**config.mk**
```make
export PLATFORM = sky130hd
export DESIGN_NAME = issue_ctrl_flat
export DESIGN_NICKNAME = d
export VERILOG_FILES = /design/src/rtl/issue_ctrl_pkg.sv /design/src/rtl/issue_ctrl_if.sv /design/src/rtl/issue_scoreboard.sv /design/src/rtl/issue_ctrl.sv /design/src/flat_wrapper.sv
export SDC_FILE = /design/constraint.sdc
export NUM_CORES = 1
export LEC_CHECK = 0
export CORE_MARGIN = 10
export CORE_UTILIZATION = 60
export CTS_CLUSTER_SIZE = 12
export DETAILED_ROUTE_END_ITERATION = 6
export PLACE_DENSITY = 0.86
export SLEW_MARGIN = 10
export SYNTH_ARGS = -nofsm -noshare
export SYNTH_HDL_FRONTEND = slang
export SYNTH_HIERARCHICAL = 1
export SYNTH_SLANG_ARGS = --single-unit
export TNS_END_PERCENT = 10
```
**constraint.sdc**
```tcl
create_clock -name clk -period 7.2 [get_ports clk]
set_clock_uncertainty 0.05 [all_clocks]
set_input_delay 1.44 -clock clk [delete_from_list [all_inputs] [get_ports clk]]
set_output_delay 1.44 -clock clk [all_outputs]
set_load 0.05 [all_outputs]
```
**src/rtl/issue_ctrl_pkg.sv**
```systemverilog
// Shared definitions for the dual-issue launch controller: register index width,
// unit class codes, controller state encodings and the port/class fit helper.
package issue_ctrl_pkg;

  localparam int unsigned REG_NUM = 32;
  localparam int unsigned REG_AW  = $clog2(REG_NUM);

  localparam logic [1:0] CLS_ALU = 2'd0;
  localparam logic [1:0] CLS_BR  = 2'd1;
  localparam logic [1:0] CLS_LSU = 2'd2;

  localparam logic [1:0] ST_EMPTY = 2'd0;
  localparam logic [1:0] ST_PAIR  = 2'd1;
  localparam logic [1:0] ST_SOLO  = 2'd2;

  typedef struct packed {
    logic [REG_AW-1:0] rs1;
    logic [REG_AW-1:0] rs2;
    logic [REG_AW-1:0] rd;
    logic              we;
    logic [1:0]        cls;
  } slot_t;

  // port0 executes ALU|BRANCH, port1 executes ALU|LSU
  function automatic logic fits(input logic port, input logic [1:0] cls);
    return port ? (cls == CLS_ALU || cls == CLS_LSU)
                : (cls == CLS_ALU || cls == CLS_BR);
  endfunction

endpackage

```
**src/rtl/issue_ctrl_if.sv**
```systemverilog
// Decode/issue/writeback signal bundle between the launch stage and issue_ctrl.
interface issue_ctrl_if;
  import issue_ctrl_pkg::*;

  logic              stop;
  logic              flush;
  logic              pair_valid;
  logic              pair_ready;
  logic              a_vld, b_vld;
  logic [REG_AW-1:0] a_rs1, a_rs2, a_rd;
  logic [REG_AW-1:0] b_rs1, b_rs2, b_rd;
  logic              a_we, b_we;
  logic [1:0]        a_cls, b_cls;
  logic              p0_rdy, p1_rdy;
  logic              iss0_en, iss1_en;
  logic              iss0_sel, iss1_sel;
  logic [1:0]        wb_en;
  logic [REG_AW-1:0] wb_rd0, wb_rd1;
  logic [3:0]        l_flag;

  modport master (
    output stop, flush, pair_valid, a_vld, b_vld,
           a_rs1, a_rs2, a_rd, b_rs1, b_rs2, b_rd, a_we, b_we, a_cls, b_cls,
           p0_rdy, p1_rdy, wb_en, wb_rd0, wb_rd1,
    input  pair_ready, iss0_en, iss1_en, iss0_sel, iss1_sel, l_flag
  );

  modport slave (
    input  stop, flush, pair_valid, a_vld, b_vld,
           a_rs1, a_rs2, a_rd, b_rs1, b_rs2, b_rd, a_we, b_we, a_cls, b_cls,
           p0_rdy, p1_rdy, wb_en, wb_rd0, wb_rd1,
    output pair_ready, iss0_en, iss1_en, iss0_sel, iss1_sel, l_flag
  );

endinterface

```
**src/rtl/issue_scoreboard.sv**
```systemverilog
// Busy vector of outstanding register writes: 2 set ports, 2 clear ports,
// 4 combinational read ports. x0 is never marked busy; set beats clear.
module issue_scoreboard
  import issue_ctrl_pkg::*;
#(
  parameter int unsigned NREG = REG_NUM,
  parameter int unsigned AW   = REG_AW
) (
  input  logic                clk,
  input  logic                rst,
  input  logic                set_en0,
  input  logic [AW-1:0]       set_rd0,
  input  logic                set_en1,
  input  logic [AW-1:0]       set_rd1,
  input  logic [1:0]          clr_en,
  input  logic [AW-1:0]       clr_rd0,
  input  logic [AW-1:0]       clr_rd1,
  input  logic [3:0][AW-1:0]  rd_idx,
  output logic [3:0]          rd_busy
);

  logic [NREG-1:0] busy, busy_n, set_mask, clr_mask;

  always_comb begin
    set_mask = '0;
    clr_mask = '0;
    if (set_en0)   set_mask[set_rd0] = 1'b1;
    if (set_en1)   set_mask[set_rd1] = 1'b1;
    if (clr_en[0]) clr_mask[clr_rd0] = 1'b1;
    if (clr_en[1]) clr_mask[clr_rd1] = 1'b1;
    set_mask[0] = 1'b0;
    busy_n = (busy & ~clr_mask) | set_mask;
  end

  always_comb begin
    rd_busy = '0;
    for (int unsigned i = 0; i < 4; i++) rd_busy[i] = busy[rd_idx[i]];
  end

  always_ff @(posedge clk or posedge rst) begin
    if (rst) busy <= '0;
    else     busy <= busy_n;
  end

endmodule

```
**src/rtl/issue_ctrl.sv**
```systemverilog
// In-order dual-issue scheduler: holds the decoded pair, checks hazards against the
// scoreboard and routes A/B to the execute ports. Pairing is enabled by DUAL_ISSUE_EN.
module issue_ctrl
  import issue_ctrl_pkg::*;
(
  input logic         clk,
  input logic         rst,
  issue_ctrl_if.slave bus
);

  logic [1:0] state, state_n;
  slot_t      a_q, b_q, a_in, b_in;
  logic       b_vld_q;
  logic [3:0] l_flag_q, flags;
  logic [3:0] busy;

  logic              live, in_solo, old_ok, fit0, fit1, old_go, old_port;
  logic [1:0]        old_cls;
  logic [REG_AW-1:0] old_rd;
  logic              old_we, young_go, all_done, pair_ready, accept;
  logic              iss0_en, iss1_en, iss0_sel, iss1_sel;

  assign a_in = '{rs1: bus.a_rs1, rs2: bus.a_rs2, rd: bus.a_rd, we: bus.a_we, cls: bus.a_cls};
  assign b_in = '{rs1: bus.b_rs1, rs2: bus.b_rs2, rd: bus.b_rd, we: bus.b_we, cls: bus.b_cls};

  issue_scoreboard #(.NREG(REG_NUM), .AW(REG_AW)) u_sb (
    .clk     (clk),
    .rst     (rst),
    .set_en0 (old_go & old_we),
    .set_rd0 (old_rd),
    .set_en1 (young_go & b_q.we),
    .set_rd1 (b_q.rd),
    .clr_en  (bus.wb_en),
    .clr_rd0 (bus.wb_rd0),
    .clr_rd1 (bus.wb_rd1),
    .rd_idx  ({b_q.rs2, b_q.rs1, a_q.rs2, a_q.rs1}),
    .rd_busy (busy)
  );

  // In SOLO the held B becomes the oldest instruction.
  assign in_solo  = (state == ST_SOLO);
  assign old_cls  = in_solo ? b_q.cls : a_q.cls;
  assign old_rd   = in_solo ? b_q.rd  : a_q.rd;
  assign old_we   = in_solo ? b_q.we  : a_q.we;
  assign old_ok   = in_solo ? !(busy[2] | busy[3]) : !(busy[0] | busy[1]);
  assign live     = !bus.stop & !bus.flush;
  assign fit0     = fits(1'b0, old_cls) & bus.p0_rdy;
  assign fit1     = fits(1'b1, old_cls) & bus.p1_rdy;
  assign old_go   = live & (state != ST_EMPTY) & old_ok & (fit0 | fit1);
  assign old_port = !fit0;

`ifdef DUAL_ISSUE_EN
  logic raw, waw, young_fit;
  assign raw       = a_q.we & (a_q.rd != '0) & ((a_q.rd == b_q.rs1) | (a_q.rd == b_q.rs2));
  assign waw       = a_q.we & b_q.we & (a_q.rd == b_q.rd);
  assign young_fit = old_port ? (fits(1'b0, b_q.cls) & bus.p0_rdy)
                              : (fits(1'b1, b_q.cls) & bus.p1_rdy);
  assign young_go  = (state == ST_PAIR) & b_vld_q & old_go & !raw & !waw
                   & !(busy[2] | busy[3]) & young_fit;
`else
  assign young_go  = 1'b0;
`endif

  assign iss0_en  = (old_go & !old_port) | (young_go & old_port);
  assign iss1_en  = (old_go & old_port)  | (young_go & !old_port);
  assign iss0_sel = (old_go & !old_port) ? in_solo : (young_go & old_port);
  assign iss1_sel = (old_go & old_port)  ? in_solo : (young_go & !old_port);
  assign flags    = {iss1_sel, iss1_en, iss0_sel, iss0_en};

  assign all_done   = old_go & (in_solo | !b_vld_q | young_go);
  assign pair_ready = live & ((state == ST_EMPTY) | all_done);
  assign accept     = bus.pair_valid & pair_ready;

  always_comb begin
    state_n = state;
    if (bus.flush)
      state_n = ST_EMPTY;
    else if (accept)
      // A B-only pair starts directly in SOLO since B is already the oldest.
      state_n = bus.a_vld ? ST_PAIR : (bus.b_vld ? ST_SOLO : ST_EMPTY);
    else if (old_go)
      state_n = ((state == ST_PAIR) & b_vld_q & !young_go) ? ST_SOLO : ST_EMPTY;
  end

  always_ff @(posedge clk or posedge rst) begin
    if (rst) begin
      state    <= ST_EMPTY;
      a_q      <= '0;
      b_q      <= '0;
      b_vld_q  <= 1'b0;
      l_flag_q <= '0;
    end else begin
      state    <= state_n;
      l_flag_q <= flags;
      if (accept) begin
        a_q     <= a_in;
        b_q     <= b_in;
        b_vld_q <= bus.b_vld;
      end
    end
  end

  assign bus.pair_ready = pair_ready;
  assign bus.iss0_en    = iss0_en;
  assign bus.iss1_en    = iss1_en;
  assign bus.iss0_sel   = iss0_sel;
  assign bus.iss1_sel   = iss1_sel;
  assign bus.l_flag     = l_flag_q;

endmodule
```
**src/flat_wrapper.sv**
```systemverilog
// flat-port wrapper written by rule: the top's interface ports become plain ports
module issue_ctrl_flat import issue_ctrl_pkg::*;
  (clk, rst, bus_stop, bus_flush, bus_pair_valid, bus_a_vld, bus_b_vld, bus_a_rs1, bus_a_rs2, bus_a_rd, bus_b_rs1, bus_b_rs2, bus_b_rd, bus_a_we, bus_b_we, bus_a_cls, bus_b_cls, bus_p0_rdy, bus_p1_rdy, bus_wb_en, bus_wb_rd0, bus_wb_rd1, bus_pair_ready, bus_iss0_en, bus_iss1_en, bus_iss0_sel, bus_iss1_sel, bus_l_flag);
  issue_ctrl_if bus_i ();
  input logic clk;
  input logic rst;
  input wire logic [$bits(bus_i.stop)-1:0] bus_stop;
  input wire logic [$bits(bus_i.flush)-1:0] bus_flush;
  input wire logic [$bits(bus_i.pair_valid)-1:0] bus_pair_valid;
  input wire logic [$bits(bus_i.a_vld)-1:0] bus_a_vld;
  input wire logic [$bits(bus_i.b_vld)-1:0] bus_b_vld;
  input wire logic [$bits(bus_i.a_rs1)-1:0] bus_a_rs1;
  input wire logic [$bits(bus_i.a_rs2)-1:0] bus_a_rs2;
  input wire logic [$bits(bus_i.a_rd)-1:0] bus_a_rd;
  input wire logic [$bits(bus_i.b_rs1)-1:0] bus_b_rs1;
  input wire logic [$bits(bus_i.b_rs2)-1:0] bus_b_rs2;
  input wire logic [$bits(bus_i.b_rd)-1:0] bus_b_rd;
  input wire logic [$bits(bus_i.a_we)-1:0] bus_a_we;
  input wire logic [$bits(bus_i.b_we)-1:0] bus_b_we;
  input wire logic [$bits(bus_i.a_cls)-1:0] bus_a_cls;
  input wire logic [$bits(bus_i.b_cls)-1:0] bus_b_cls;
  input wire logic [$bits(bus_i.p0_rdy)-1:0] bus_p0_rdy;
  input wire logic [$bits(bus_i.p1_rdy)-1:0] bus_p1_rdy;
  input wire logic [$bits(bus_i.wb_en)-1:0] bus_wb_en;
  input wire logic [$bits(bus_i.wb_rd0)-1:0] bus_wb_rd0;
  input wire logic [$bits(bus_i.wb_rd1)-1:0] bus_wb_rd1;
  output wire logic [$bits(bus_i.pair_ready)-1:0] bus_pair_ready;
  output wire logic [$bits(bus_i.iss0_en)-1:0] bus_iss0_en;
  output wire logic [$bits(bus_i.iss1_en)-1:0] bus_iss1_en;
  output wire logic [$bits(bus_i.iss0_sel)-1:0] bus_iss0_sel;
  output wire logic [$bits(bus_i.iss1_sel)-1:0] bus_iss1_sel;
  output wire logic [$bits(bus_i.l_flag)-1:0] bus_l_flag;
  assign bus_i.stop = bus_stop;
  assign bus_i.flush = bus_flush;
  assign bus_i.pair_valid = bus_pair_valid;
  assign bus_i.a_vld = bus_a_vld;
  assign bus_i.b_vld = bus_b_vld;
  assign bus_i.a_rs1 = bus_a_rs1;
  assign bus_i.a_rs2 = bus_a_rs2;
  assign bus_i.a_rd = bus_a_rd;
  assign bus_i.b_rs1 = bus_b_rs1;
  assign bus_i.b_rs2 = bus_b_rs2;
  assign bus_i.b_rd = bus_b_rd;
  assign bus_i.a_we = bus_a_we;
  assign bus_i.b_we = bus_b_we;
  assign bus_i.a_cls = bus_a_cls;
  assign bus_i.b_cls = bus_b_cls;
  assign bus_i.p0_rdy = bus_p0_rdy;
  assign bus_i.p1_rdy = bus_p1_rdy;
  assign bus_i.wb_en = bus_wb_en;
  assign bus_i.wb_rd0 = bus_wb_rd0;
  assign bus_i.wb_rd1 = bus_wb_rd1;
  assign bus_pair_ready = bus_i.pair_ready;
  assign bus_iss0_en = bus_i.iss0_en;
  assign bus_iss1_en = bus_i.iss1_en;
  assign bus_iss0_sel = bus_i.iss0_sel;
  assign bus_iss1_sel = bus_i.iss1_sel;
  assign bus_l_flag = bus_i.l_flag;
  issue_ctrl u_core (.clk(clk), .rst(rst), .bus(bus_i));
endmodule
```
==> results of run 1 <==
worst max-delay path by stage:
| stage | startpoint | end |
|---|---|---|
| floorplan | bus_stop | bus_iss0_en |
| global placement | bus_p0_rdy | bus_pair_ready |
| detailed placement | bus_p0_rdy | bus_pair_ready |
| CTS | u_core/a_q[9] | bus_pair_ready |
| global route | u_core/a_q[9] | bus_pair_ready |
| finish | u_core/a_q[9] | bus_pair_ready |
registers in the layout (all words and copies together) (netlist names):
| signal | count |
|---|---|
| u_core/b_vld_q | 1 |
| u_core/state | 2 |
| u_core/b_q | 18 |
| u_core/u_sb/busy | 32 |
| u_core/a_q | 18 |
| u_core/bus.l_flag | 4 |
cells in the mapped netlist, types with 3 or more instances:
cell	instances	area share [%]
sky130_fd_sc_hd__or3b_2	3	0.52
sky130_fd_sc_hd__nor2_1	20	1.5
sky130_fd_sc_hd__nor2b_1	7	0.87
sky130_fd_sc_hd__and2b_1	4	0.59
sky130_fd_sc_hd__nor3b_1	7	1.0
sky130_fd_sc_hd__and3b_1	5	0.87
sky130_fd_sc_hd__buf_12	6	2.4
sky130_fd_sc_hd__mux2_2	18	4.0
sky130_fd_sc_hd__a21oi_1	14	1.4
sky130_fd_sc_hd__o221ai_1	33	5.7
sky130_fd_sc_hd__clkbuf_1	6	0.44
sky130_fd_sc_hd__a211oi_1	4	0.59
sky130_fd_sc_hd__buf_6	6	1.3
sky130_fd_sc_hd__mux2_4	20	5.9
sky130_fd_sc_hd__nand3_1	13	1.3
sky130_fd_sc_hd__and3_1	5	0.62
sky130_fd_sc_hd__nand3b_1	12	1.8
sky130_fd_sc_hd__mux2i_1	65	13
sky130_fd_sc_hd__nand2b_1	5	0.62
sky130_fd_sc_hd__a22oi_1	47	7.0
sky130_fd_sc_hd__dfrtp_1	75	37
sky130_fd_sc_hd__and2_1	4	0.49
sky130_fd_sc_hd__nand2_1	86	6.4
sky130_fd_sc_hd__nand4b_1	4	0.69
sky130_fd_sc_hd__a311o_1	4	0.79
sky130_fd_sc_hd__inv_1	4	0.30
area by class of cell:
class,count,share of cell area [%]
multi-input combinational,400,50.5
sequential,75,31.9
timing repair buffer,68,11.6
tap,105,2.23
clock buffer,9,2.11
clock inverter,7,1.40
inverter,4,0.255
worst max-delay path, stage by stage (launching register included):
cell and delay, ns:
sky130_fd_sc_hd__dfrtp_1 0.89, sky130_fd_sc_hd__mux2i_1 0.28, sky130_fd_sc_hd__a22oi_1 0.12, sky130_fd_sc_hd__nand4b_1 0.11, sky130_fd_sc_hd__a21oi_1 0.05, sky130_fd_sc_hd__a311o_1 0.35, sky130_fd_sc_hd__nor3b_1 0.42, sky130_fd_sc_hd__o221a_2 0.32
sky130_fd_sc_hd__o211a_1 0.17, sky130_fd_sc_hd__clkdlybuf4s50_1 0.80
power by group:
part	internal [W]	switching (W)	total, W
logic	0.000337	0.000289	0.000627
registers	0.000552	0.000286	0.000838
clock network	0.000166	0.000177	0.000344
total	0.00106	0.000753	0.00181
metal layers:
layer / global-route usage [%] / part of all wire [%] / vias up
li1: - / - / 2014
met4: 11.5 / 5.2 / 0
met5: 0 / 0 / -
met3: 5.90 / 9.7 / 71
met1: 26.4 / 38 / 2099
met2: 37.1 / 47 / 304
through the flow:
stage | power [W] | instance area, µm² | std cells | setup slack, ns | util (%)
6_report | 0.00181 | 5880 | 668 | 1.86 | 71.6
3_3_place_gp | 0.00140 | 5660 | 651 | 2.24 | 68.9
2_1_floorplan | 0.00123 | 5070 | 498 | 3.15 | -
4_1_cts | 0.00178 | 5870 | 667 | 1.87 | 71.4
3_5_place_dp | 0.00143 | 5660 | 651 | 2.24 | 68.9
5_1_grt | 0.00190 | 5880 | 668 | 1.57 | 71.6
cells in the final DEF, fill, tap and decap left out, types with 2 or more instances in the layout:
cell	Yosys	layout
sky130_fd_sc_hd__nand4b_1	4	4
sky130_fd_sc_hd__nor3b_2	2	2
sky130_fd_sc_hd__or3b_1	2	2
sky130_fd_sc_hd__and2b_1	4	4
sky130_fd_sc_hd__mux2i_1	65	65
sky130_fd_sc_hd__nor2b_1	7	7
sky130_fd_sc_hd__or3b_2	3	3
sky130_fd_sc_hd__o21ai_0	2	2
sky130_fd_sc_hd__nand3_1	13	13
sky130_fd_sc_hd__inv_1	4	2
sky130_fd_sc_hd__mux2_2	18	18
sky130_fd_sc_hd__clkinvlp_4	0	2
sky130_fd_sc_hd__nor3_1	2	2
sky130_fd_sc_hd__a211oi_1	4	4
sky130_fd_sc_hd__and3_1	5	5
sky130_fd_sc_hd__mux2_4	20	20
sky130_fd_sc_hd__nand3b_1	12	12
sky130_fd_sc_hd__a311o_1	4	4
sky130_fd_sc_hd__a21oi_1	14	14
sky130_fd_sc_hd__buf_4	1	2
sky130_fd_sc_hd__nor2_1	20	20
sky130_fd_sc_hd__nand2b_1	5	5
sky130_fd_sc_hd__a22oi_1	47	47
sky130_fd_sc_hd__or3_1	2	2
sky130_fd_sc_hd__clkinv_1	0	2
sky130_fd_sc_hd__nand2_1	86	86
sky130_fd_sc_hd__o221ai_1	33	33
sky130_fd_sc_hd__conb_1	1	4
sky130_fd_sc_hd__clkbuf_8	0	9
sky130_fd_sc_hd__and3b_1	5	5
sky130_fd_sc_hd__clkdlybuf4s50_1	0	65
sky130_fd_sc_hd__nor3b_1	7	7
sky130_fd_sc_hd__and2_1	4	4
sky130_fd_sc_hd__dfrtp_1	75	75
sky130_fd_sc_hd__inv_6	0	3
logic make-up after synthesis:
group           Yosys count  share of synthesized area [%]
compound gates          110                           17.0
mux                     103                           22.8
simple gates            183                           18.5
other cells               1                         0.0741
buf+inv                  23                           4.60
flops                    75                           37.1
==> tab_implementation.tex, run 1 <==
\begin{tabular}{lr}
\hline
Metric & Value \\
\hline
\multicolumn{2}{l}{\textbf{Timing}} \\
\quad Final critical delay including setup and external delays & 5.34 ns \\
\quad Final hold vios & 0 \\
\quad Final worst path period share & 74.1\% \\
\quad Worst slack on hold paths & 0.469 ns \\
\quad Max-slew headroom at the worst pin & 44.1\% \\
\quad Sum of negative setup slack & 0 ns \\
\quad Count of pins over their slew limit & 0 \\
\quad Highest achievable clock rate & 187 MHz \\
\quad Number of setup violations in the final report & 0 \\
\quad RSZ-0062 raised after global routing & no \\
\quad Worst slew pin tran & 0.838 ns \\
\multicolumn{2}{l}{\textbf{Final layout}} \\
\quad Register area & 0.00188 mm² \\
\quad Area Growth Syn to Fin & 16.2\% \\
\quad Share of cells above drive strength 1 & 11.5\% \\
\quad Fillers & 630 \\
\quad Combined area of the multi-input logic cells & 0.00297 mm² \\
\quad Number of nets in the final layout & 615 \\
\quad Antenna cell count & 0 \\
\multicolumn{2}{l}{\textbf{Global route}} \\
\quad GRT overflow & 0 \\
\quad Largest net degree at the start of global routing & 44 \\
\quad First-pass GRT wire length & 23300 µm \\
\quad GR Util All Layers & 22.5\% \\
\quad Vias in the first global route & 4513 \\
\quad Initial antenna violation count & 0 \\
\multicolumn{2}{l}{\textbf{Placement}} \\
\quad DP Wirelength & 10200 µm \\
\quad Routability Congestion & 0.979 \\
\quad IO Port Bufs & 65 \\
\multicolumn{2}{l}{\textbf{Min path}} \\
\quad Endpoint of the worst hold path & u\_core/a\_q[7] \\
\quad Startpoint of the most critical hold path & u\_core/a\_q[7] \\
\quad Kind of path behind the tightest hold check & flip-flop to flip-flop \\
\quad Worst Hold Path Cells & 1 \\
\multicolumn{2}{l}{\textbf{Drt}} \\
\quad 1st-pass router iterations & 5 \\
\quad Total wirelength of the detailed-routed design & 14400 µm \\
\quad Routed length per instance & 21.5 µm \\
\quad Count of unresolved DRC violations after routing & 0 \\
\quad Detailed Route Iter0 Violations & 508 \\
\quad Via-per-instance ratio & 6.72 \\
\quad Via count & 4488 \\
\quad Antenna viol nets, final & 0 \\
\multicolumn{2}{l}{\textbf{Critical path}} \\
\quad Launching element type of the critical path & flip-flop \\
\quad Worst flop-to-flop path startpoint & u\_core/a\_q[9] \\
\quad Crit end category & output port \\
\quad Reg2Reg Depth & 10 \\
\quad Reg-to-Reg End & u\_core/u\_sb/busy[3] \\
\quad Crit Path Category & flip-flop to output port \\
\quad Maximum fanout along the worst path & 17 \\
\quad Required time of the critical path & 5.71 ns \\
\quad Reg-to-reg slack, setup & 3.31 ns \\
\quad Worst endpoint data arrival time & 3.85 ns \\
\multicolumn{2}{l}{\textbf{Flow run}} \\
\quad Max Cap Violations & 0 \\
\multicolumn{2}{l}{\textbf{CTS}} \\
\quad Number of buffers created by CTS & 9 \\
\quad Number of buffers inserted by post-CTS setup repair & 0 \\
\quad Clock Latency Late Sink & 0.35 ns \\
\quad Maximum buffer depth of the clock tree & 2 \\
\quad Clock edge transition at the registers on the reported setup and hold paths & 0.09 ns \\
\quad TritonCTS clock tree & yes \\
\quad Post-cts sizing count & 0 \\
\quad H-tree level count & 3 \\
\quad Clock root buffer & sky130\_fd\_sc\_hd\_\_clkbuf\_8 \\
\quad Number of buffers inserted for hold repair after clock tree synthesis & 0 \\
\quad \# clock sinks & 75 \\
\multicolumn{2}{l}{\textbf{Floorplanning}} \\
\quad Vertical die dimension & 112 µm \\
\quad I/O pin cnt & 66 \\
\quad Std-Cell Core Area & 0.00822 mm² \\
\quad Full die area & 0.0125 mm² \\
\quad Initial core utilization & 61.6\% \\
\quad Count of standard-cell rows & 33 \\
\quad Overall die width & 112 µm \\
\multicolumn{2}{l}{\textbf{Synth}} \\
\quad Primary flip-flop cell chosen by synthesis mapping & sky130\_fd\_sc\_hd\_\_dfrtp\_1 \\
\quad Share of flip-flops with an asynchronous set or reset after synthesis & 100\% \\
\quad Flop and latch count out of synthesis & 75 \\
\quad Cell variety after synth & 39 \\
\quad Syn avg cell area & 10.2 µm² \\
\quad Count of flip-flops with a built-in enable after synthesis & 0 \\
\quad Summed instance area of the synthesized netlist & 0.00506 mm² \\
\quad Synthesis warning total & 6 \\
\quad Gate count after technology mapping & 495 \\
\quad Sequential element share of the synthesized area & 37.1\% \\
\multicolumn{2}{l}{\textbf{Pwr}} \\
\quad Worst supply voltage drop on vdd & 0.155 mV \\
\quad Cell area power density & 307 mW/mm² \\
\quad Leakage component of the power & 2.51 nW \\
\multicolumn{2}{l}{\textbf{Run status}} \\
\quad Outcome & finished clean \\
\hline
\end{tabular}
No activity file was read; power rests on OpenSTA's default activity.
==> inputs of run 2 (changes only) <==
- CORE_UTILIZATION: 60 -> 56
- PLACE_DENSITY: 0.86 -> 0.81
- clock period: 7.2 -> 5.27 ns (I/O delays scaled with it)
==> run 2 against run 1 <==
Effect of this change: count of clock-buffer cells in the layout unchanged; total power increased by 40%; sequential share of layout area is 0.10 points lower; via count barely moved; flip-flop and latch count unchanged; largest cell class unchanged; largest power group unchanged; highest routed layer unchanged.
==> tab_implementation.tex, run 2 (same netlist as run 1, synthesis figures left out) <==
\begin{tabular}{lr}
\hline
Metric & Value \\
\hline
\multicolumn{2}{l}{\textbf{Run status}} \\
\quad Outcome & finished clean \\
\multicolumn{2}{l}{\textbf{CTS}} \\
\quad \# clock sinks & 75 (unchanged) \\
\quad H-tree level count & 3 (unchanged) \\
\quad Clock Latency Late Sink & 0.36 ns (about the same) \\
\quad Clock edge transition at the registers on the reported setup and hold paths & 0.09 ns (about the same) \\
\quad Number of buffers inserted by post-CTS setup repair & 0 (unchanged) \\
\quad Post-cts sizing count & 0 (unchanged) \\
\quad Maximum buffer depth of the clock tree & 2 (unchanged) \\
\quad TritonCTS clock tree & yes \\
\quad Number of buffers created by CTS & 9 (unchanged) \\
\quad Clock root buffer & sky130\_fd\_sc\_hd\_\_clkbuf\_8 \\
\quad Number of buffers inserted for hold repair after clock tree synthesis & 0 (unchanged) \\
\multicolumn{2}{l}{\textbf{Critical path}} \\
\quad Slowest cell on the critical path & sky130\_fd\_sc\_hd\_\_dfrtp\_1 \\
\quad Maximum fanout along the worst path & 17 (unchanged) \\
\quad Worst flop-to-flop path startpoint & u\_core/a\_q[9] \\
\quad Crit Path Category & flip-flop to output port \\
\quad Slowest stage delay, CP & 0.87 ns (-0.02 ns) \\
\quad Required time of the critical path & 4.17 ns (-1.54 ns) \\
\quad Reg2Reg Depth & 10 (unchanged) \\
\quad Crit end category & output port \\
\quad Reg-to-reg slack, setup & 1.51 ns (-1.80 ns) \\
\quad Reg-to-Reg End & u\_core/u\_sb/busy[8] \\
\quad Launching element type of the critical path & flip-flop \\
\quad Cells traversed along the worst timing path & mux2i\_1, a22oi\_1, nand4b\_1, a21oi\_1, a311o\_1, nor3b\_1, o221a\_2, o211a\_1, clkdlybuf4s50\_1 \\
\quad Worst endpoint data arrival time & 3.81 ns (-0.04 ns) \\
\multicolumn{2}{l}{\textbf{Floorplanning}} \\
\quad Vertical die dimension & 115 µm (+2.9\%) \\
\quad Initial core utilization & 57.8\% (-3.8 points) \\
\quad I/O pin cnt & 66 (unchanged) \\
\quad Overall die width & 115 µm (+2.9\%) \\
\quad Std-Cell Core Area & 0.00876 mm² (+6.7\%) \\
\quad Count of standard-cell rows & 34 (+3.0\%) \\
\quad Full die area & 0.0132 mm² (+5.8\%) \\
\multicolumn{2}{l}{\textbf{Timing}} \\
\quad Worst slack on hold paths & 0.464 ns (-0.00517 ns) \\
\quad Highest achievable clock rate & 204 MHz \\
\quad Number of setup violations in the final report & 0 (unchanged) \\
\quad Final critical delay including setup and external delays & 4.91 ns \\
\quad RSZ-0062 raised after global routing & no \\
\quad Final worst path period share & 93.2\% \\
\quad Worst slew pin tran & 0.849 ns (+0.0110 ns) \\
\quad Sum of negative setup slack & 0 ns (unchanged) \\
\quad Max-slew headroom at the worst pin & 43.4\% (-0.74 points) \\
\quad Count of pins over their slew limit & 0 (unchanged) \\
\quad Final hold vios & 0 (unchanged) \\
\multicolumn{2}{l}{\textbf{Final layout}} \\
\quad Largest reg by FF count & u\_core/u\_sb/busy \\
\quad Number of nets in the final layout & 615 (unchanged) \\
\quad Antenna cell count & 0 (unchanged) \\
\quad Leading cell types in the layout, fill and taps excluded & sky130\_fd\_sc\_hd\_\_nand2\_1, sky130\_fd\_sc\_hd\_\_dfrtp\_1, sky130\_fd\_sc\_hd\_\_clkdlybuf4s50\_1, sky130\_fd\_sc\_hd\_\_mux2i\_1, sky130\_fd\_sc\_hd\_\_a22oi\_1 \\
\quad Leading cell type in the layout, fill and taps excluded & sky130\_fd\_sc\_hd\_\_nand2\_1 \\
\quad Fillers & 692 (+9.8\%) \\
\quad Largest regs & u\_core/u\_sb/busy x32, u\_core/a\_q x18, u\_core/b\_q x18 \\
\quad Largest register FFs & 32 (unchanged) \\
\quad Share of cells above drive strength 1 & 11.7\% (+0.18 points) \\
\quad Non-filler instance count after layout & 671 (+0.45\%) \\
\quad Area Growth Syn to Fin & 16.6\% \\
\quad Finished Cell Area & 0.00590 mm² (+0.32\%) \\
\quad Final core utilization & 67.3\% (-4.3 points) \\
\multicolumn{2}{l}{\textbf{Pwr}} \\
\quad Combinational cell fraction of total power & 33.9\% (-0.8 points) \\
\quad Leakage component of the power & 2.53 nW (+0.58\%) \\
\quad Net switching power figure & 0.00104 W (+39\%) \\
\quad Clock group share of total power & 20.7\% (+1.7 points) \\
\quad Worst supply voltage drop on vdd & 0.208 mV (+34\%) \\
\quad Sw Share & 41.2\% (-0.41 points) \\
\quad Cell area power density & 429 mW/mm² (+40\%) \\
\quad Cell Int Power & 0.00149 W (+41\%) \\
\quad Sequential share of power & 45.4\% (-0.9 points) \\
\multicolumn{2}{l}{\textbf{Drt}} \\
\quad Detailed Route Iter0 Violations & 531 (+4.5\%) \\
\quad Routed length per instance & 21.8 µm (+1.4\%) \\
\quad 1st-pass router iterations & 6 (+1) \\
\quad Count of unresolved DRC violations after routing & 0 (unchanged) \\
\quad Via count & 4487 (-0.022\%) \\
\quad Total wirelength of the detailed-routed design & 14600 µm (+1.9\%) \\
\quad Antenna viol nets, final & 0 (unchanged) \\
\quad Via-per-instance ratio & 6.69 (-0.47\%) \\
\multicolumn{2}{l}{\textbf{Global route}} \\
\quad Vias in the first global route & 4512 (-0.022\%) \\
\quad Largest net degree at the start of global routing & 44 (unchanged) \\
\quad GR Util All Layers & 22.2\% (-0.31 points) \\
\quad First-pass GRT wire length & 23500 µm (+0.89\%) \\
\quad GRT overflow & 0 (unchanged) \\
\quad Initial antenna violation count & 0 (unchanged) \\
\multicolumn{2}{l}{\textbf{Placement}} \\
\quad Number of instances in the placed design & 655 (+0.61\%) \\
\quad DP Wirelength & 10100 µm (-0.61\%) \\
\quad Instance area after placement & 0.00567 mm² (+0.20\%) \\
\quad IO Port Bufs & 65 (unchanged) \\
\quad Routability Congestion & 0.975 (-0.41\%) \\
\multicolumn{2}{l}{\textbf{Min path}} \\
\quad Worst Hold Path Cells & 1 (unchanged) \\
\quad Startpoint of the most critical hold path & u\_core/a\_q[1] \\
\quad Kind of path behind the tightest hold check & flip-flop to flip-flop \\
\quad Endpoint of the worst hold path & u\_core/a\_q[1] \\
\multicolumn{2}{l}{\textbf{Flow run}} \\
\quad Max Cap Violations & 0 (unchanged) \\
\hline
\end{tabular}
run 2: power groups by stage:
stage               Sequential [W]  Clock [W]  Combinational, W
floorplan                 0.000924          0          0.000755
global placement           0.00113          0          0.000795
detailed placement         0.00113          0          0.000826
CTS                        0.00112   0.000531          0.000836
global route               0.00116   0.000553          0.000938
finish                     0.00115   0.000524          0.000859
run 2: cell type report:
cell class | instances | area, µm² | area share (%)
inverters | 4 | 15.0 | 0.254
clock inverters | 7 | 105 | 1.78
multi-input cells | 400 | 2970 | 50.4
flip-flops and latches | 75 | 1880 | 31.8
well taps | 108 | 135 | 2.29
clock buffers | 9 | 124 | 2.10
repair buffers | 68 | 673 | 11.4
run 2: worst max path at each step:
stage / slack [ns] / from / to
floorplan: 1.80 / u_core/a_q[9] / bus_iss0_en
global placement: 0.82 / u_core/a_q[9] / bus_pair_ready
detailed placement: 0.75 / u_core/a_q[9] / bus_pair_ready
CTS: 0.34 / u_core/a_q[9] / bus_pair_ready
global route: 0.11 / u_core/a_q[9] / bus_pair_ready
finish: 0.36 / u_core/a_q[9] / bus_pair_ready
run 2: metal layers:
layer | vias up | GRT usage, % | share of wire [%]
li1 | 2011 | - | -
met1 | 2108 | 27.5 | 38
met2 | 289 | 34.2 | 47
met3 | 79 | 6.35 | 9.6
met4 | 0 | 12.2 | 5.4
met5 | - | 0 | 0
run 2: worst max-delay path: cells and delay by family, from the launching register on:
kind                   cells  cell delay [ns]
AOI/OAI and AO/OA          5             0.99
DFF                        1             0.87
buffers and inverters      1             0.80
and+or+nand+nor            2             0.53
muxes                      1             0.26
run 2: per-stage QoR:
stage                     setup WS, ns  power (W)
final                            0.361    0.00253
after global routing             0.114    0.00265
after CTS                        0.343    0.00249
after detailed placement         0.750    0.00196
after global placement           0.823    0.00192
after floorplan                   1.80    0.00168
==> inputs of run 3 (changes only) <==
- CELL_PAD_IN_SITES_DETAIL_PLACEMENT: not set -> 1
- CELL_PAD_IN_SITES_GLOBAL_PLACEMENT: not set -> 1
- CORE_UTILIZATION: 56 -> 44
- PLACE_DENSITY: 0.81 -> not set
- PLACE_DENSITY_LB_ADDON: not set -> 0.1
==> run 3 against run 2 <==
Effect of this change: critical path type unchanged; register-to-register slack worse by 0.08 ns; die area increased by 22%; combinational power rose by 2%; sequential power about the same; largest power group unchanged.
==> tab_implementation.tex, run 3 (same netlist as run 1, synthesis figures left out) <==
\begin{tabular}{lr}
\hline
Metric & Value \\
\hline
\multicolumn{2}{l}{\textbf{Run status}} \\
\quad Outcome & finished clean \\
\multicolumn{2}{l}{\textbf{Pwr}} \\
\quad Cell area power density & 450 mW/mm² (+4.9\%) \\
\quad Sequential share of power & 43.4\% (-2.0 points) \\
\quad Clock group share of total power & 24.3\% (+3.6 points) \\
\quad Net switching power figure & 0.00111 W (+6.4\%) \\
\quad Cell Int Power & 0.00160 W (+7.4\%) \\
\quad Sw Share & 41.0\% (-0.22 points) \\
\quad Leakage component of the power & 2.56 nW (+1.2\%) \\
\quad Worst supply voltage drop on vdd & 0.230 mV (+11\%) \\
\quad Combinational cell fraction of total power & 32.3\% (-1.6 points) \\
\multicolumn{2}{l}{\textbf{Global route}} \\
\quad Busiest grt layer & met2 \\
\quad Initial antenna violation count & 0 (unchanged) \\
\quad Largest net degree at the start of global routing & 44 (unchanged) \\
\quad GR Layer Usage met3 & 4.96\% (-1.4 points) \\
\quad First-pass GRT wire length & 27100 µm (+16\%) \\
\quad Global routing met1 resource utilization & 25.3\% (-2.1 points) \\
\quad Vias in the first global route & 4806 (+6.5\%) \\
\quad Met2 GRT Util & 35.6\% (+1.3 points) \\
\quad GRT overflow & 0 (unchanged) \\
\quad GR Util All Layers & 21.2\% (-0.99 points) \\
\multicolumn{2}{l}{\textbf{Final layout}} \\
\quad Antenna cell count & 0 (unchanged) \\
\quad Largest reg by FF count & u\_core/u\_sb/busy \\
\quad Leading cell type in the layout, fill and taps excluded & sky130\_fd\_sc\_hd\_\_nand2\_1 \\
\quad Number of nets in the final layout & 614 (-0.16\%) \\
\quad Area Growth Syn to Fin & 18.9\% \\
\quad Share of cells above drive strength 1 & 11.7\% (+0.021 points) \\
\quad Largest regs & u\_core/u\_sb/busy x32, u\_core/a\_q x18, u\_core/b\_q x18 \\
\quad Final core utilization & 53.2\% (-14 points) \\
\quad Leading cell types in the layout, fill and taps excluded & sky130\_fd\_sc\_hd\_\_nand2\_1, sky130\_fd\_sc\_hd\_\_dfrtp\_1, sky130\_fd\_sc\_hd\_\_clkdlybuf4s50\_1, sky130\_fd\_sc\_hd\_\_mux2i\_1, sky130\_fd\_sc\_hd\_\_a22oi\_1 \\
\quad Largest register FFs & 32 (unchanged) \\
\multicolumn{2}{l}{\textbf{Critical path}} \\
\quad Cells traversed along the worst timing path & mux2i\_1, a22oi\_1, nand4b\_1, a21oi\_1, a311o\_1, nor2\_1, o21a\_1, o221a\_2, o211a\_1, clkdlybuf4s50\_1 \\
\quad Slowest stage delay, CP & 0.88 ns (about the same) \\
\quad Worst endpoint data arrival time & 3.82 ns (about the same) \\
\quad Launching element type of the critical path & flip-flop \\
\quad Crit Path Category & flip-flop to output port \\
\quad Slowest cell on the critical path & sky130\_fd\_sc\_hd\_\_dfrtp\_1 \\
\quad Required time of the critical path & 4.17 ns (about the same) \\
\quad Maximum fanout along the worst path & 17 (unchanged) \\
\quad Crit end category & output port \\
\multicolumn{2}{l}{\textbf{Drt}} \\
\quad Via-per-instance ratio & 6.26 (-6.4\%) \\
\quad 1st-pass router iterations & 5 (-1) \\
\quad Count of unresolved DRC violations after routing & 0 (unchanged) \\
\quad Detailed Route Iter0 Violations & 301 (-43\%) \\
\quad Total wirelength of the detailed-routed design & 17100 µm (+17\%) \\
\quad Routed length per instance & 24.3 µm (+11\%) \\
\quad Antenna viol nets, final & 0 (unchanged) \\
\quad Via count & 4411 (-1.7\%) \\
\multicolumn{2}{l}{\textbf{Timing}} \\
\quad Highest achievable clock rate & 203 MHz (-0.24\%) \\
\quad Number of setup violations in the final report & 0 (unchanged) \\
\quad Final critical delay including setup and external delays & 4.92 ns (+0.0119 ns) \\
\quad Final hold vios & 0 (unchanged) \\
\quad Max-slew headroom at the worst pin & 36.9\% (-6.5 points) \\
\quad Final worst path period share & 93.4\% (+0.23 points) \\
\quad Count of pins over their slew limit & 0 (unchanged) \\
\quad Sum of negative setup slack & 0 ns (unchanged) \\
\quad RSZ-0062 raised after global routing & no \\
\quad Worst slew pin tran & 0.946 ns (+0.0968 ns) \\
\multicolumn{2}{l}{\textbf{Placement}} \\
\quad Routability Congestion & 0.851 (-13\%) \\
\quad DP Wirelength & 12200 µm (+20\%) \\
\quad IO Port Bufs & 65 (unchanged) \\
\multicolumn{2}{l}{\textbf{CTS}} \\
\quad Clock edge transition at the registers on the reported setup and hold paths & 0.06 ns (-0.03 ns) \\
\quad Post-cts sizing count & 0 (unchanged) \\
\quad H-tree level count & 3 (unchanged) \\
\quad Clock root buffer & sky130\_fd\_sc\_hd\_\_clkbuf\_16 \\
\quad \# clock sinks & 75 (unchanged) \\
\quad Number of buffers inserted by post-CTS setup repair & 0 (unchanged) \\
\quad Maximum buffer depth of the clock tree & 2 (unchanged) \\
\quad Clock Latency Late Sink & 0.35 ns (about the same) \\
\quad Number of buffers created by CTS & 9 (unchanged) \\
\quad TritonCTS clock tree & yes \\
\quad Number of buffers inserted for hold repair after clock tree synthesis & 0 (unchanged) \\
\multicolumn{2}{l}{\textbf{Flow run}} \\
\quad Max Cap Violations & 0 (unchanged) \\
\multicolumn{2}{l}{\textbf{Floorplanning}} \\
\quad Std-Cell Core Area & 0.0113 mm² (+29\%) \\
\quad Full die area & 0.0162 mm² (+22\%) \\
\quad Overall die width & 127 µm (+11\%) \\
\quad I/O pin cnt & 66 (unchanged) \\
\quad Vertical die dimension & 127 µm (+11\%) \\
\quad Initial core utilization & 44.7\% (-13 points) \\
\quad Count of standard-cell rows & 39 (+15\%) \\
\multicolumn{2}{l}{\textbf{Min path}} \\
\quad Kind of path behind the tightest hold check & flip-flop to flip-flop \\
\hline
\end{tabular}
[run 3: layout make-up]
| class | count | area, µm² |
|---|---|---|
| multi-input cells | 400 | 2970 |
| well taps | 143 | 179 |
| clock inverters | 6 | 71.3 |
| flip-flops and latches | 75 | 1880 |
| repair buffers | 67 | 666 |
| inverters | 4 | 15.0 |
| fillers | 1266 | 5300 |
| clock buffers | 10 | 239 |
[run 3: path summary, 6_finish.rpt]
path,slack [ns],start,cells after the start,end
worst min register to register,0.46,u_core/a_q[2],1,u_core/a_q[2]
worst max register to register,1.43,u_core/b_q[14],11,u_core/u_sb/busy[19]
max in group asynchronous,3.34,rst,2,u_core/b_q[16]
worst max-delay path,0.35,u_core/b_q[14],10,bus_pair_ready
min in group asynchronous,1.11,rst,2,u_core/u_sb/busy[16]
worst min-delay path,0.46,u_core/a_q[2],1,u_core/a_q[2]
[run 3: critical path, delay by kind of cell (launching register included)]
kind	cells	cell delay, ns
muxes	1	0.29
buffers and inverters	1	0.80
DFF	1	0.88
and+or+nand+nor	2	0.34
AOI/OAI and AO/OA	6	1.14
[run 3: layer usage]
metal	wire length (µm)	up-vias
met1	7010	2200
li1	-	2003
met4	477	0
met3	1100	40
met2	8550	168
met5	0	-
[run 3: per-stage QoR]
stage / total power, W / hold slack (ns) / instance area [µm²] / setup WS [ns] / cells
after floorplan: 0.00168 / 0.424 / 5070 / 1.80 / 498
after global placement: 0.00197 / 0.438 / 5710 / 0.867 / 689
after detailed placement: 0.00202 / 0.440 / 5710 / 0.746 / 689
after CTS: 0.00269 / 0.457 / 6020 / 0.354 / 705
after global routing: 0.00286 / 0.473 / 6020 / 0.173 / 705
final: 0.00271 / 0.458 / 6020 / 0.349 / 705
[run 3: power groups by stage]
stage | Combinational, W | Sequential [W] | Clock (W)
6_report | 0.000876 | 0.00118 | 0.000658
5_1_grt | 0.000966 | 0.00119 | 0.000702
4_1_cts | 0.000861 | 0.00116 | 0.000673
3_5_place_dp | 0.000852 | 0.00117 | 0
3_3_place_gp | 0.000814 | 0.00116 | 0
2_1_floorplan | 0.000755 | 0.000924 | 0
